--- config.mk ---
export PLATFORM = sky130hd
export DESIGN_NAME = id_ex_stage_flat
export DESIGN_NICKNAME = d
export VERILOG_FILES = /design/src/rtl/id_ex_stage_if.sv /design/src/rtl/id_ex_stage.sv /design/src/flat_wrapper.sv
export SDC_FILE = /design/constraint.sdc
export NUM_CORES = 1
export LEC_CHECK = 0
export ABC_CLOCK_PERIOD_IN_PS = 1700
export CORE_MARGIN = 2
export CORE_UTILIZATION = 25
export DETAILED_ROUTE_END_ITERATION = 7
export MAX_ROUTING_LAYER = met4
export PLACE_DENSITY_LB_ADDON = 0.15
export SLEW_MARGIN = 20
export SYNTH_ARGS = -nofsm -noshare
export SYNTH_HDL_FRONTEND = slang
export SYNTH_SLANG_ARGS = --single-unit
--- constraint.sdc ---
create_clock -name clk -period 1.7 [get_ports clk]
set_input_delay 0.255 -clock clk [delete_from_list [all_inputs] [get_ports clk]]
set_output_delay 0.255 -clock clk [all_outputs]
set_load 0.02 [all_outputs]
--- src/rtl/id_ex_stage_if.sv ---
// Signal bundle between the ID stage, forwarding sources and the ID/EX register.
// master drives decoded ID fields and forwarding sources; slave is id_ex_stage.
interface id_ex_stage_if;
  logic        stall;
  logic        flush;
  logic        id_valid;
  logic [31:0] id_rs_data;
  logic [31:0] id_rt_data;
  logic [31:0] id_imm;
  logic [4:0]  id_rs;
  logic [4:0]  id_rt;
  logic [4:0]  id_rd;
  logic [1:0]  id_aluop;
  logic [5:0]  id_funct;
  logic        id_alusrc;
  logic        id_regdst;
  logic        id_regwrite;
  logic        id_memread;
  logic        id_memwrite;
  logic        id_memtoreg;
  logic        exmem_regwrite;
  logic [4:0]  exmem_rd;
  logic [31:0] exmem_result;
  logic        memwb_regwrite;
  logic [4:0]  memwb_rd;
  logic [31:0] memwb_result;
  logic [31:0] in1;
  logic [31:0] in2;
  logic [1:0]  Operation;
  logic        Binvert;
  logic        Cin;
  logic        ex_slt;
  logic        ex_illegal;
  logic        ex_valid;
  logic        ex_regwrite;
  logic        ex_memread;
  logic        ex_memwrite;
  logic        ex_memtoreg;
  logic [4:0]  ex_dest;
  logic [31:0] ex_store_data;
  logic        load_use_stall;

  modport master (
    output stall, flush, id_valid, id_rs_data, id_rt_data, id_imm,
           id_rs, id_rt, id_rd, id_aluop, id_funct,
           id_alusrc, id_regdst, id_regwrite, id_memread, id_memwrite, id_memtoreg,
           exmem_regwrite, exmem_rd, exmem_result,
           memwb_regwrite, memwb_rd, memwb_result,
    input  in1, in2, Operation, Binvert, Cin, ex_slt, ex_illegal,
           ex_valid, ex_regwrite, ex_memread, ex_memwrite, ex_memtoreg,
           ex_dest, ex_store_data, load_use_stall
  );

  modport slave (
    input  stall, flush, id_valid, id_rs_data, id_rt_data, id_imm,
           id_rs, id_rt, id_rd, id_aluop, id_funct,
           id_alusrc, id_regdst, id_regwrite, id_memread, id_memwrite, id_memtoreg,
           exmem_regwrite, exmem_rd, exmem_result,
           memwb_regwrite, memwb_rd, memwb_result,
    output in1, in2, Operation, Binvert, Cin, ex_slt, ex_illegal,
           ex_valid, ex_regwrite, ex_memread, ex_memwrite, ex_memtoreg,
           ex_dest, ex_store_data, load_use_stall
  );
endinterface

--- src/rtl/id_ex_stage.sv ---
// ID/EX pipeline register with ALU-control decode, operand forwarding and load-use bubbling.
// Define ID_EX_FWD_EN to build the EX/MEM and MEM/WB forwarding muxes; otherwise operands come straight from the register.
module id_ex_stage (
  input logic         clk,
  input logic         rst_n,
  id_ex_stage_if.slave bus
);

  localparam logic [1:0] ALUOP_ADD = 2'b00;
  localparam logic [1:0] ALUOP_SUB = 2'b01;
  localparam logic [1:0] ALUOP_OR  = 2'b11;

  localparam logic [5:0] FN_ADD = 6'b100000;
  localparam logic [5:0] FN_SUB = 6'b100010;
  localparam logic [5:0] FN_AND = 6'b100100;
  localparam logic [5:0] FN_OR  = 6'b100101;
  localparam logic [5:0] FN_SLT = 6'b101010;

  localparam logic [1:0] OP_AND = 2'b00;
  localparam logic [1:0] OP_OR  = 2'b01;
  localparam logic [1:0] OP_SUM = 2'b10;

  typedef struct packed {
    logic        valid;
    logic        regwrite;
    logic        memread;
    logic        memwrite;
    logic        memtoreg;
    logic        alusrc;
    logic [1:0]  op;
    logic        binvert;
    logic        cin;
    logic        slt;
    logic        illegal;
    logic [4:0]  rs;
    logic [4:0]  rt;
    logic [4:0]  dest;
    logic [31:0] rs_data;
    logic [31:0] rt_data;
    logic [31:0] imm;
  } ex_reg_t;

  ex_reg_t     ex_q;
  ex_reg_t     ex_d;
  logic [1:0]  dec_op;
  logic        dec_binvert;
  logic        dec_cin;
  logic        dec_slt;
  logic        dec_illegal;
  logic [31:0] rs_fwd;
  logic [31:0] rt_fwd;

  always_comb begin
    dec_op      = OP_SUM;
    dec_binvert = 1'b0;
    dec_cin     = 1'b0;
    dec_slt     = 1'b0;
    dec_illegal = 1'b0;
    case (bus.id_aluop)
      ALUOP_ADD: dec_op = OP_SUM;
      ALUOP_SUB: begin
        dec_binvert = 1'b1;
        dec_cin     = 1'b1;
      end
      ALUOP_OR:  dec_op = OP_OR;
      default: begin
        case (bus.id_funct)
          FN_ADD: dec_op = OP_SUM;
          FN_SUB: begin
            dec_binvert = 1'b1;
            dec_cin     = 1'b1;
          end
          FN_AND: dec_op = OP_AND;
          FN_OR:  dec_op = OP_OR;
          FN_SLT: begin
            dec_binvert = 1'b1;
            dec_cin     = 1'b1;
            dec_slt     = 1'b1;
          end
          // unknown funct still runs as an add but never writes back
          default: dec_illegal = 1'b1;
        endcase
      end
    endcase
  end

  always_comb begin
    ex_d          = '0;
    ex_d.valid    = bus.id_valid;
    ex_d.regwrite = bus.id_regwrite & ~dec_illegal;
    ex_d.memread  = bus.id_memread;
    ex_d.memwrite = bus.id_memwrite;
    ex_d.memtoreg = bus.id_memtoreg;
    ex_d.alusrc   = bus.id_alusrc;
    ex_d.op       = dec_op;
    ex_d.binvert  = dec_binvert;
    ex_d.cin      = dec_cin;
    ex_d.slt      = dec_slt;
    ex_d.illegal  = dec_illegal;
    ex_d.rs       = bus.id_rs;
    ex_d.rt       = bus.id_rt;
    ex_d.dest     = bus.id_regdst ? bus.id_rd : bus.id_rt;
    ex_d.rs_data  = bus.id_rs_data;
    ex_d.rt_data  = bus.id_rt_data;
    ex_d.imm      = bus.id_imm;
  end

  // load_use_stall is already forced low under stall/flush, so flush beats stall here
  always_ff @(posedge clk) begin
    if (!rst_n || bus.flush || bus.load_use_stall) begin
      ex_q <= '0;
    end else if (!bus.stall) begin
      ex_q <= ex_d;
    end
  end

  assign bus.load_use_stall = ~bus.stall & ~bus.flush & ex_q.valid & ex_q.memread &
                              (ex_q.dest != 5'd0) & bus.id_valid &
                              ((ex_q.dest == bus.id_rs) | (ex_q.dest == bus.id_rt));

`ifdef ID_EX_FWD_EN
  always_comb begin
    rs_fwd = ex_q.rs_data;
    if (bus.exmem_regwrite && (bus.exmem_rd != 5'd0) && (bus.exmem_rd == ex_q.rs)) begin
      rs_fwd = bus.exmem_result;
    end else if (bus.memwb_regwrite && (bus.memwb_rd != 5'd0) && (bus.memwb_rd == ex_q.rs)) begin
      rs_fwd = bus.memwb_result;
    end
  end

  always_comb begin
    rt_fwd = ex_q.rt_data;
    if (bus.exmem_regwrite && (bus.exmem_rd != 5'd0) && (bus.exmem_rd == ex_q.rt)) begin
      rt_fwd = bus.exmem_result;
    end else if (bus.memwb_regwrite && (bus.memwb_rd != 5'd0) && (bus.memwb_rd == ex_q.rt)) begin
      rt_fwd = bus.memwb_result;
    end
  end
`else
  logic unused_fwd;
  assign unused_fwd = ^{bus.exmem_regwrite, bus.exmem_rd, bus.exmem_result,
                        bus.memwb_regwrite, bus.memwb_rd, bus.memwb_result};
  assign rs_fwd = ex_q.rs_data;
  assign rt_fwd = ex_q.rt_data;
`endif

  assign bus.in1           = rs_fwd;
  assign bus.in2           = ex_q.alusrc ? ex_q.imm : rt_fwd;
  assign bus.ex_store_data = rt_fwd;
  assign bus.Operation     = ex_q.op;
  assign bus.Binvert       = ex_q.binvert;
  assign bus.Cin           = ex_q.cin;
  assign bus.ex_slt        = ex_q.slt;
  assign bus.ex_illegal    = ex_q.illegal;
  assign bus.ex_valid      = ex_q.valid;
  assign bus.ex_regwrite   = ex_q.regwrite;
  assign bus.ex_memread    = ex_q.memread;
  assign bus.ex_memwrite   = ex_q.memwrite;
  assign bus.ex_memtoreg   = ex_q.memtoreg;
  assign bus.ex_dest       = ex_q.dest;

endmodule

--- src/flat_wrapper.sv ---
// flat-port wrapper written by rule: the top's interface ports become plain ports
module id_ex_stage_flat 
  (clk, rst_n, bus_stall, bus_flush, bus_id_valid, bus_id_rs_data, bus_id_rt_data, bus_id_imm, bus_id_rs, bus_id_rt, bus_id_rd, bus_id_aluop, bus_id_funct, bus_id_alusrc, bus_id_regdst, bus_id_regwrite, bus_id_memread, bus_id_memwrite, bus_id_memtoreg, bus_exmem_regwrite, bus_exmem_rd, bus_exmem_result, bus_memwb_regwrite, bus_memwb_rd, bus_memwb_result, bus_in1, bus_in2, bus_Operation, bus_Binvert, bus_Cin, bus_ex_slt, bus_ex_illegal, bus_ex_valid, bus_ex_regwrite, bus_ex_memread, bus_ex_memwrite, bus_ex_memtoreg, bus_ex_dest, bus_ex_store_data, bus_load_use_stall);
  id_ex_stage_if bus_i ();
  input logic clk;
  input logic rst_n;
  input wire logic [$bits(bus_i.stall)-1:0] bus_stall;
  input wire logic [$bits(bus_i.flush)-1:0] bus_flush;
  input wire logic [$bits(bus_i.id_valid)-1:0] bus_id_valid;
  input wire logic [$bits(bus_i.id_rs_data)-1:0] bus_id_rs_data;
  input wire logic [$bits(bus_i.id_rt_data)-1:0] bus_id_rt_data;
  input wire logic [$bits(bus_i.id_imm)-1:0] bus_id_imm;
  input wire logic [$bits(bus_i.id_rs)-1:0] bus_id_rs;
  input wire logic [$bits(bus_i.id_rt)-1:0] bus_id_rt;
  input wire logic [$bits(bus_i.id_rd)-1:0] bus_id_rd;
  input wire logic [$bits(bus_i.id_aluop)-1:0] bus_id_aluop;
  input wire logic [$bits(bus_i.id_funct)-1:0] bus_id_funct;
  input wire logic [$bits(bus_i.id_alusrc)-1:0] bus_id_alusrc;
  input wire logic [$bits(bus_i.id_regdst)-1:0] bus_id_regdst;
  input wire logic [$bits(bus_i.id_regwrite)-1:0] bus_id_regwrite;
  input wire logic [$bits(bus_i.id_memread)-1:0] bus_id_memread;
  input wire logic [$bits(bus_i.id_memwrite)-1:0] bus_id_memwrite;
  input wire logic [$bits(bus_i.id_memtoreg)-1:0] bus_id_memtoreg;
  input wire logic [$bits(bus_i.exmem_regwrite)-1:0] bus_exmem_regwrite;
  input wire logic [$bits(bus_i.exmem_rd)-1:0] bus_exmem_rd;
  input wire logic [$bits(bus_i.exmem_result)-1:0] bus_exmem_result;
  input wire logic [$bits(bus_i.memwb_regwrite)-1:0] bus_memwb_regwrite;
  input wire logic [$bits(bus_i.memwb_rd)-1:0] bus_memwb_rd;
  input wire logic [$bits(bus_i.memwb_result)-1:0] bus_memwb_result;
  output wire logic [$bits(bus_i.in1)-1:0] bus_in1;
  output wire logic [$bits(bus_i.in2)-1:0] bus_in2;
  output wire logic [$bits(bus_i.Operation)-1:0] bus_Operation;
  output wire logic [$bits(bus_i.Binvert)-1:0] bus_Binvert;
  output wire logic [$bits(bus_i.Cin)-1:0] bus_Cin;
  output wire logic [$bits(bus_i.ex_slt)-1:0] bus_ex_slt;
  output wire logic [$bits(bus_i.ex_illegal)-1:0] bus_ex_illegal;
  output wire logic [$bits(bus_i.ex_valid)-1:0] bus_ex_valid;
  output wire logic [$bits(bus_i.ex_regwrite)-1:0] bus_ex_regwrite;
  output wire logic [$bits(bus_i.ex_memread)-1:0] bus_ex_memread;
  output wire logic [$bits(bus_i.ex_memwrite)-1:0] bus_ex_memwrite;
  output wire logic [$bits(bus_i.ex_memtoreg)-1:0] bus_ex_memtoreg;
  output wire logic [$bits(bus_i.ex_dest)-1:0] bus_ex_dest;
  output wire logic [$bits(bus_i.ex_store_data)-1:0] bus_ex_store_data;
  output wire logic [$bits(bus_i.load_use_stall)-1:0] bus_load_use_stall;
  assign bus_i.stall = bus_stall;
  assign bus_i.flush = bus_flush;
  assign bus_i.id_valid = bus_id_valid;
  assign bus_i.id_rs_data = bus_id_rs_data;
  assign bus_i.id_rt_data = bus_id_rt_data;
  assign bus_i.id_imm = bus_id_imm;
  assign bus_i.id_rs = bus_id_rs;
  assign bus_i.id_rt = bus_id_rt;
  assign bus_i.id_rd = bus_id_rd;
  assign bus_i.id_aluop = bus_id_aluop;
  assign bus_i.id_funct = bus_id_funct;
  assign bus_i.id_alusrc = bus_id_alusrc;
  assign bus_i.id_regdst = bus_id_regdst;
  assign bus_i.id_regwrite = bus_id_regwrite;
  assign bus_i.id_memread = bus_id_memread;
  assign bus_i.id_memwrite = bus_id_memwrite;
  assign bus_i.id_memtoreg = bus_id_memtoreg;
  assign bus_i.exmem_regwrite = bus_exmem_regwrite;
  assign bus_i.exmem_rd = bus_exmem_rd;
  assign bus_i.exmem_result = bus_exmem_result;
  assign bus_i.memwb_regwrite = bus_memwb_regwrite;
  assign bus_i.memwb_rd = bus_memwb_rd;
  assign bus_i.memwb_result = bus_memwb_result;
  assign bus_in1 = bus_i.in1;
  assign bus_in2 = bus_i.in2;
  assign bus_Operation = bus_i.Operation;
  assign bus_Binvert = bus_i.Binvert;
  assign bus_Cin = bus_i.Cin;
  assign bus_ex_slt = bus_i.ex_slt;
  assign bus_ex_illegal = bus_i.ex_illegal;
  assign bus_ex_valid = bus_i.ex_valid;
  assign bus_ex_regwrite = bus_i.ex_regwrite;
  assign bus_ex_memread = bus_i.ex_memread;
  assign bus_ex_memwrite = bus_i.ex_memwrite;
  assign bus_ex_memtoreg = bus_i.ex_memtoreg;
  assign bus_ex_dest = bus_i.ex_dest;
  assign bus_ex_store_data = bus_i.ex_store_data;
  assign bus_load_use_stall = bus_i.load_use_stall;
  id_ex_stage u_core (.clk(clk), .rst_n(rst_n), .bus(bus_i));
endmodule
==> impl_metrics.toml, run 1 <==
[outcome]
status = "complete, but fails checks"
failed_checks = "setup timing"

[global_routing]
total_routing_resource_utilization_after_global_routing_pct = 13.5
grt_overflow_total = 0
antenna_found_initial = 0
grt_pass1_vias = 4336
maximum_number_of_pins_on_one_net_before_global_route_repair = 85
grt_pass1_wl_um = 22700

[placed_design]
buffer_ports.inserted = 242
post-dp-hpwl_um = 10200
postPlaceCellArea_um2 = 7480
place_congestion = 0.759
placement.setup.worst_slack_ns = -0.730
placedCellCount = 954

[power_and_ir_drop]
pwr-share-comb_pct = 19.5
net-switching-power_mw = 1.51
leakagePower_nw = 3.50
report.power.total_mw = 6.00
switching_share_pct = 25.1
power.clock.fraction_pct = 34.5
internal_mw = 4.49
seqPwrFrac_pct = 46.1
p_per_area_nw_per_um2 = 730
worst_ir_drop_vdd_v = 0.000423

[worst_setup_path]
worst-endpoint-arrival_ns = 1.63
worst_ep_required_time_ns = 1.44
critical_path.startpoint_type = "register"
critPathKind = "reg2out"
critPathCaptureType = "primary output"
worst-path-max-fanout = 4

[synth]
synth-edff-count = 0
postSynthNetCount = 725
synth_area_per_cell_um2 = 9.94
synth_warnings = 0
mappedNetlistArea_um2 = 5160
synth_cell_type_count = 26
synthFlopType = "sky130_fd_sc_hd__dfxtp_1"
ys_ff_latch = 112
synth_top_cell_by_area = "sky130_fd_sc_hd__dfxtp_1"
synthArstFlopShare_pct = 0
synth.top_cells.by_area = "sky130_fd_sc_hd__dfxtp_1 (43%), sky130_fd_sc_hd__mux2i_1 (21%), sky130_fd_sc_hd__buf_4 (10%)"
synth_seq_area_share_pct = 43.5
synth.top_cell.area_share_pct = 43.5
synth_cells = 519

[timing]
timing.max_slew.rel_slack_pct = 56.3
finalWorstPathRequiredPeriod_ns = 1.88
worst_slew_pin_slew_ns = 0.656
grt_setup_unrepaired = "true"
fin_crit_sh_pct = 111
hold_viol_final = 0
clock-skew-final_ns = 0.0116
post-route-worst-setup-slack_ns = -0.183
max_freq_ghz = 0.531
setup_viol = 125
slew_violations = 0

[layout]
design_area_um2 = 8210
non_filler_cells_final = 987
fill_cells = 1949
layout.core_utilization_pct = 40.6
area_growth_synth_to_finish_pct = 59.2
final_layout_size_suffix_gt1_share_pct = 19.0
antenna_cells = 0
nNetsFinal = 918

[route]
drt_first_iter_violations = 98
num_vias = 4112
wl_per_cell_um = 15.0
detail_route.first_pass.iterations = 4
sum_of_routed_wire_length_over_all_layers_um = 14800
route.antenna.remaining_nets = 0
remaining_drc_errors = 0
drt-vias-per-instance = 4.17

[clock_network]
clk_path_buf_depth = 2
numCtsBuffers = 9
number_of_h_tree_levels = 3
tritoncts_clock_tree = "done"
insertion_delay_ns = 0.35
root_buffer = "sky130_fd_sc_hd__clkbuf_16"
clk_pin_slew_worst_paths_ns = 0.07
cts.sinks = 112

[floorplan]
io-pin-count = 319
chipWidth_um = 148
die-area_um2 = 21800
floorplan.rows = 52
start_util_pct = 25.5
die-height_um = 148
floorplan.core_area_um2 = 20200

[flow_run]
max-cap-violations = 0

[min_path]
hold_path_class = "in2reg"
==> critical path, cell delays in order, from the launching register on <==
cell	delay [ns]
sky130_fd_sc_hd__dfxtp_4	0.36
sky130_fd_sc_hd__buf_6	0.11
sky130_fd_sc_hd__or4_4	0.49
sky130_fd_sc_hd__nor2_4	0.11
sky130_fd_sc_hd__nor4_2	0.05
sky130_fd_sc_hd__buf_2	0.16
==> synth_stat cells (2+ instances only) <==
cell type,number
sky130_fd_sc_hd__nor3_1,2
sky130_fd_sc_hd__buf_4,72
sky130_fd_sc_hd__nand2_1,2
sky130_fd_sc_hd__nor2b_1,2
sky130_fd_sc_hd__dfxtp_1,112
sky130_fd_sc_hd__clkbuf_1,18
sky130_fd_sc_hd__nor3b_1,3
sky130_fd_sc_hd__mux2i_1,107
sky130_fd_sc_hd__mux2_2,32
sky130_fd_sc_hd__inv_1,2
sky130_fd_sc_hd__a21oi_1,12
sky130_fd_sc_hd__buf_2,4
sky130_fd_sc_hd__nor2_1,121
sky130_fd_sc_hd__buf_6,9
sky130_fd_sc_hd__xor2_1,10
==> sequential cells by signal (all words and copies together), names as in the netlist <==
register,count
u_core.bus.Binvert,1
u_core.bus.Operation,2
u_core.bus.ex_dest,5
u_core.bus.ex_illegal,1
u_core.bus.ex_memread,1
u_core.bus.ex_memtoreg,1
u_core.bus.ex_memwrite,1
u_core.bus.ex_regwrite,1
u_core.bus.ex_slt,1
u_core.bus.ex_store_data,32
u_core.bus.ex_valid,1
u_core.bus.in1,32
u_core.ex_q,33
==> stage by stage <==
| stage | setup TNS [ns] | hold WS, ns |
|---|---|---|
| 4_1_cts | -23.62 | 0.320 |
| 5_1_grt | -28.49 | 0.380 |
| 6_report | -16.19 | 0.348 |
| 2_1_floorplan | 0 | 0.399 |
| 3_5_place_dp | -69.32 | 0.481 |
| 3_3_place_gp | -64.41 | 0.471 |
==> cells in the final DEF, fill, tap and decap left out, types with 3 or more instances in the layout <==
master / instances
sky130_fd_sc_hd__clkdlybuf4s50_1: 202
sky130_fd_sc_hd__nor2_1: 119
sky130_fd_sc_hd__dfxtp_1: 108
sky130_fd_sc_hd__mux2i_1: 107
sky130_fd_sc_hd__buf_6: 41
sky130_fd_sc_hd__mux2_4: 25
sky130_fd_sc_hd__clkbuf_16: 13
sky130_fd_sc_hd__buf_4: 13
sky130_fd_sc_hd__a21oi_1: 12
sky130_fd_sc_hd__xor2_1: 10
sky130_fd_sc_hd__buf_12: 9
sky130_fd_sc_hd__buf_2: 8
sky130_fd_sc_hd__mux2_2: 7
sky130_fd_sc_hd__dlygate4sd2_1: 5
sky130_fd_sc_hd__nor3b_1: 3
==> kinds of logic after synthesis <==
family          share of synthesized area [%]
buf+inv                                  14.3
flops                                    43.5
mux                                      27.8
simple gates                             10.5
compound gates                           2.31
xor+xnor                                 1.70
==> layer usage <==
| metal | global-route usage [%] | vias to the layer above | wire, µm |
|---|---|---|---|
| met1 | 16.1 | 1888 | 6640 |
| li1 | - | 2049 | - |
| met5 | - | - | 0 |
| met2 | 21.9 | 167 | 6820 |
| met3 | 5.25 | 8 | 1240 |
| met4 | 2.60 | 0 | 114 |
==> area by class of cell <==
class	instances	area, µm²	area share, %
Clock inverter	3	23.8	0.290
Tap cell	270	338	4.11
Timing Repair Buffer	285	3010	36.7
Sequential cell	112	2250	27.4
Inverter	2	7.51	0.0914
Clock buffer	13	260	3.17
Multi-Input combinational cell	302	2320	28.2
==> power groups by stage <==
| stage | clock network [mW] | registers, mW | logic, mW |
|---|---|---|---|
| floorplan | 0 | 2.81 | 0.564 |
| global route | 2.29 | 2.78 | 1.25 |
| detailed placement | 0 | 2.82 | 1.08 |
| global placement | 0 | 2.82 | 1.07 |
| CTS | 2.18 | 2.76 | 1.11 |
| finish | 2.07 | 2.76 | 1.17 |
==> timing repair <==
action,in CTS,in global routing
gates cloned,3,4
pin swaps,3,3
hold buffers,0,0
buffers inserted,6,5
resized for setup,173,72
setup endpoints to repair,150,145
==> path summary, 6_finish.rpt <==
check	from	end	slack [ns]	depth (start not counted)
max	u_core.bus.ex_dest[2]	bus_load_use_stall	-0.18	5
min	bus_stall	u_core.bus.ex_valid	0.35	5
max reg2reg	u_core.bus.ex_dest[4]	u_core.bus.in1[19]	-0.17	8
min reg2reg	u_core.bus.in1[31]	u_core.bus.in1[31]	0.50	2
Power figures use the tool's default switching activity.
==> inputs of run 2 (changes only) <==
--- a/config.mk
+++ b/config.mk
@@ -9,6 +9,7 @@
 export CORE_MARGIN = 2
 export CORE_UTILIZATION = 25
 export DETAILED_ROUTE_END_ITERATION = 7
+export GPL_TIMING_DRIVEN = 0
 export MAX_ROUTING_LAYER = met4
 export PLACE_DENSITY_LB_ADDON = 0.15
 export SLEW_MARGIN = 20
==> run 2 against run 1 <==
  * The flow still finishes with violations (setup timing)
  * Setup slack better by 0.00094 ns
  * Combinational power up 26%
  * Count of clock-buffer cells in the layout is 3 lower
  * Worst hold slack improved by 0.15 ns
  * Routed wire length increased by 19%
  * Sequential power about the same
  * Sequential cell count unchanged
  * Non-clock buffer count increased by 106
  * Clock skew shrank 0.0046 ns
  * Critical endpoint unchanged
==> impl_metrics.toml, run 2 (synthesis results as in run 1) <==
[outcome]
status = "complete, but fails checks"
failed_checks = "setup timing"

[clock_network]
post_cts_hold_buffer_count = 0
number_of_h_tree_levels = 3
numCtsBuffers = 9
tritoncts_clock_tree = "done"
cts.sinks = 112
insertion_delay_ns = 0.36
root_buffer = "sky130_fd_sc_hd__clkbuf_16"
clk_path_buf_depth = 2
clk_pin_slew_worst_paths_ns = 0.08

[floorplan]
floorplan.core_area_um2 = 20200
die-height_um = 148
io-pin-count = 319
chipWidth_um = 148
start_util_pct = 25.5
floorplan.rows = 52
die-area_um2 = 21800

[placed_design]
placement.setup.worst_slack_ns = -0.850
place_congestion = 0.786
post-dp-hpwl_um = 11800
buffer_ports.inserted = 240

[global_routing]
grt_overflow_total = 0
groute.layer.met3.usage_pct = 4.88
maximum_number_of_pins_on_one_net_before_global_route_repair = 20
grt_pass1_wl_um = 26000
grt_busiest_layer = "met2"
grt_pass1_vias = 4724
globalRouteMet2Util_pct = 25.3
groute.layer.met1.usage_pct = 19.5
total_routing_resource_utilization_after_global_routing_pct = 15.9
antenna_found_initial = 0

[min_path]
holdPathStages = 3
hold_path_class = "in2reg"
min-delay-start = "bus_id_imm[2]"

[layout]
largest_register_ff_count = 33
area_growth_synth_to_finish_pct = 90.0
layout_common_cells = "sky130_fd_sc_hd__clkdlybuf4s50_1 (157), sky130_fd_sc_hd__mux2i_1 (107), sky130_fd_sc_hd__dfxtp_1 (106)"
most_common_library_cell_in_the_layout_ignoring_fill_and_taps = "sky130_fd_sc_hd__clkdlybuf4s50_1"
antenna_cells = 0
layout.core_utilization_pct = 48.4
largest_register_by_flop_count = "u_core.ex_q"
final_layout_size_suffix_gt1_share_pct = 39.5
nNetsFinal = 1024

[timing]
timing.max_slew.rel_slack_pct = 44.6
finalWorstPathRequiredPeriod_ns = 1.88
hold_viol_final = 0
slew_violations = 0
setup_viol = 139
worst_slew_pin_slew_ns = 0.831
grt_setup_unrepaired = "true"
max_freq_ghz = 0.531
clock-skew-final_ns = 0.00703
post-route-worst-setup-slack_ns = -0.182
fin_crit_sh_pct = 111

[route]
wl_per_cell_um = 16.2
remaining_drc_errors = 0
num_vias = 4558
route.antenna.remaining_nets = 0
drt-vias-per-instance = 4.17
drt_first_iter_violations = 69
sum_of_routed_wire_length_over_all_layers_um = 17700
detail_route.first_pass.iterations = 4

[worst_setup_path]
critPathSlowestCell = "sky130_fd_sc_hd__or4_4"
worst-endpoint-arrival_ns = 1.63
worst-path-max-fanout = 4
critical-path-max-stage-delay_ns = 0.53
crit-reg2reg-launch = "u_core.bus.ex_dest[1]"
critical_path.cell_chain = "or4_4 -> nor2_4 -> nor4_2 -> buf_2"
critPathKind = "reg2out"
ff2ff_path_depth = 10
worst_ep_required_time_ns = 1.44
critPathCaptureType = "primary output"
crit_path_launch = "u_core.bus.ex_dest[0]"
critical_path.startpoint_type = "register"

[power_and_ir_drop]
worst_ir_drop_vdd_v = 0.000422
report.power.total_mw = 6.52
p_per_area_nw_per_um2 = 666
leakagePower_nw = 4.73

[flow_run]
max-cap-violations = 0
==> run 2: cell types whose count changed in the layout (fill, tap and decap cells not counted), moves of 14 or more <==
cell | previous run | this run
sky130_fd_sc_hd__nor2_2 | 1 | 47
sky130_fd_sc_hd__nor2_4 | 1 | 42
sky130_fd_sc_hd__clkdlybuf4s50_1 | 202 | 157
sky130_fd_sc_hd__nor2_1 | 119 | 32
sky130_fd_sc_hd__dlymetal6s2s_1 | 1 | 30
sky130_fd_sc_hd__buf_4 | 13 | 79
sky130_fd_sc_hd__dlygate4sd2_1 | 5 | 19
sky130_fd_sc_hd__buf_6 | 41 | 56
==> run 2: layer usage <==
metal | vias to the layer above | share of wire (%)
met5 | - | 0
met4 | 0 | 1.4
met3 | 14 | 7.3
met2 | 164 | 47
met1 | 2127 | 44
li1 | 2253 | -
==> run 2: layout make-up <==
class                      count  area, µm²
inverter                       2       7.51
multi-input combinational    302       2770
clock inverter                 6       73.8
sequential                   112       2260
fill                        1878      10400
clock buffer                  10        239
timing repair buffer         290       3240
tap                          270        338
buffer                       101        878
==> run 2: timing repair <==
action                                  in CTS  in global routing
pin swaps                                   73                 34
buffers inserted                            21                 17
endpoints found under the setup margin     165                173
gates resized for setup                    307                203
gates cloned                                12                  4
==> run 2: worst paths after layout <==
kind                        end  slack [ns]
min reg2reg      u_core.ex_q[0]        0.51
max reg2reg     u_core.ex_q[22]       -0.17
max          bus_load_use_stall       -0.18
min              u_core.ex_q[2]        0.50
==> run 2: power breakdown <==
group	leakage, nW	switching, mW	internal [mW]
Sequential	0.916	0.0604	2.70
Clock	0.148	1.07	1.21
Combinational	3.66	0.613	0.870
==> run 2: critical path, delay by kind of cell, from the launching register on <==
kind	cells	cell delay, ns
buffers and inverters	1	0.16
DFF	1	0.37
and+or+nand+nor	3	0.75
==> run 2: per-stage QoR <==
step                      hold slack (ns)  TNS, ns  area [µm²]  std cells
after floorplan                     0.399        0        5160        519
after global placement              0.471  -105.00        7900       1029
after detailed placement            0.482  -106.74        7900       1029
after CTS                           0.486   -14.80        9090       1077
after global routing                0.491   -30.49        9800       1093
final                               0.496   -14.67        9800       1093
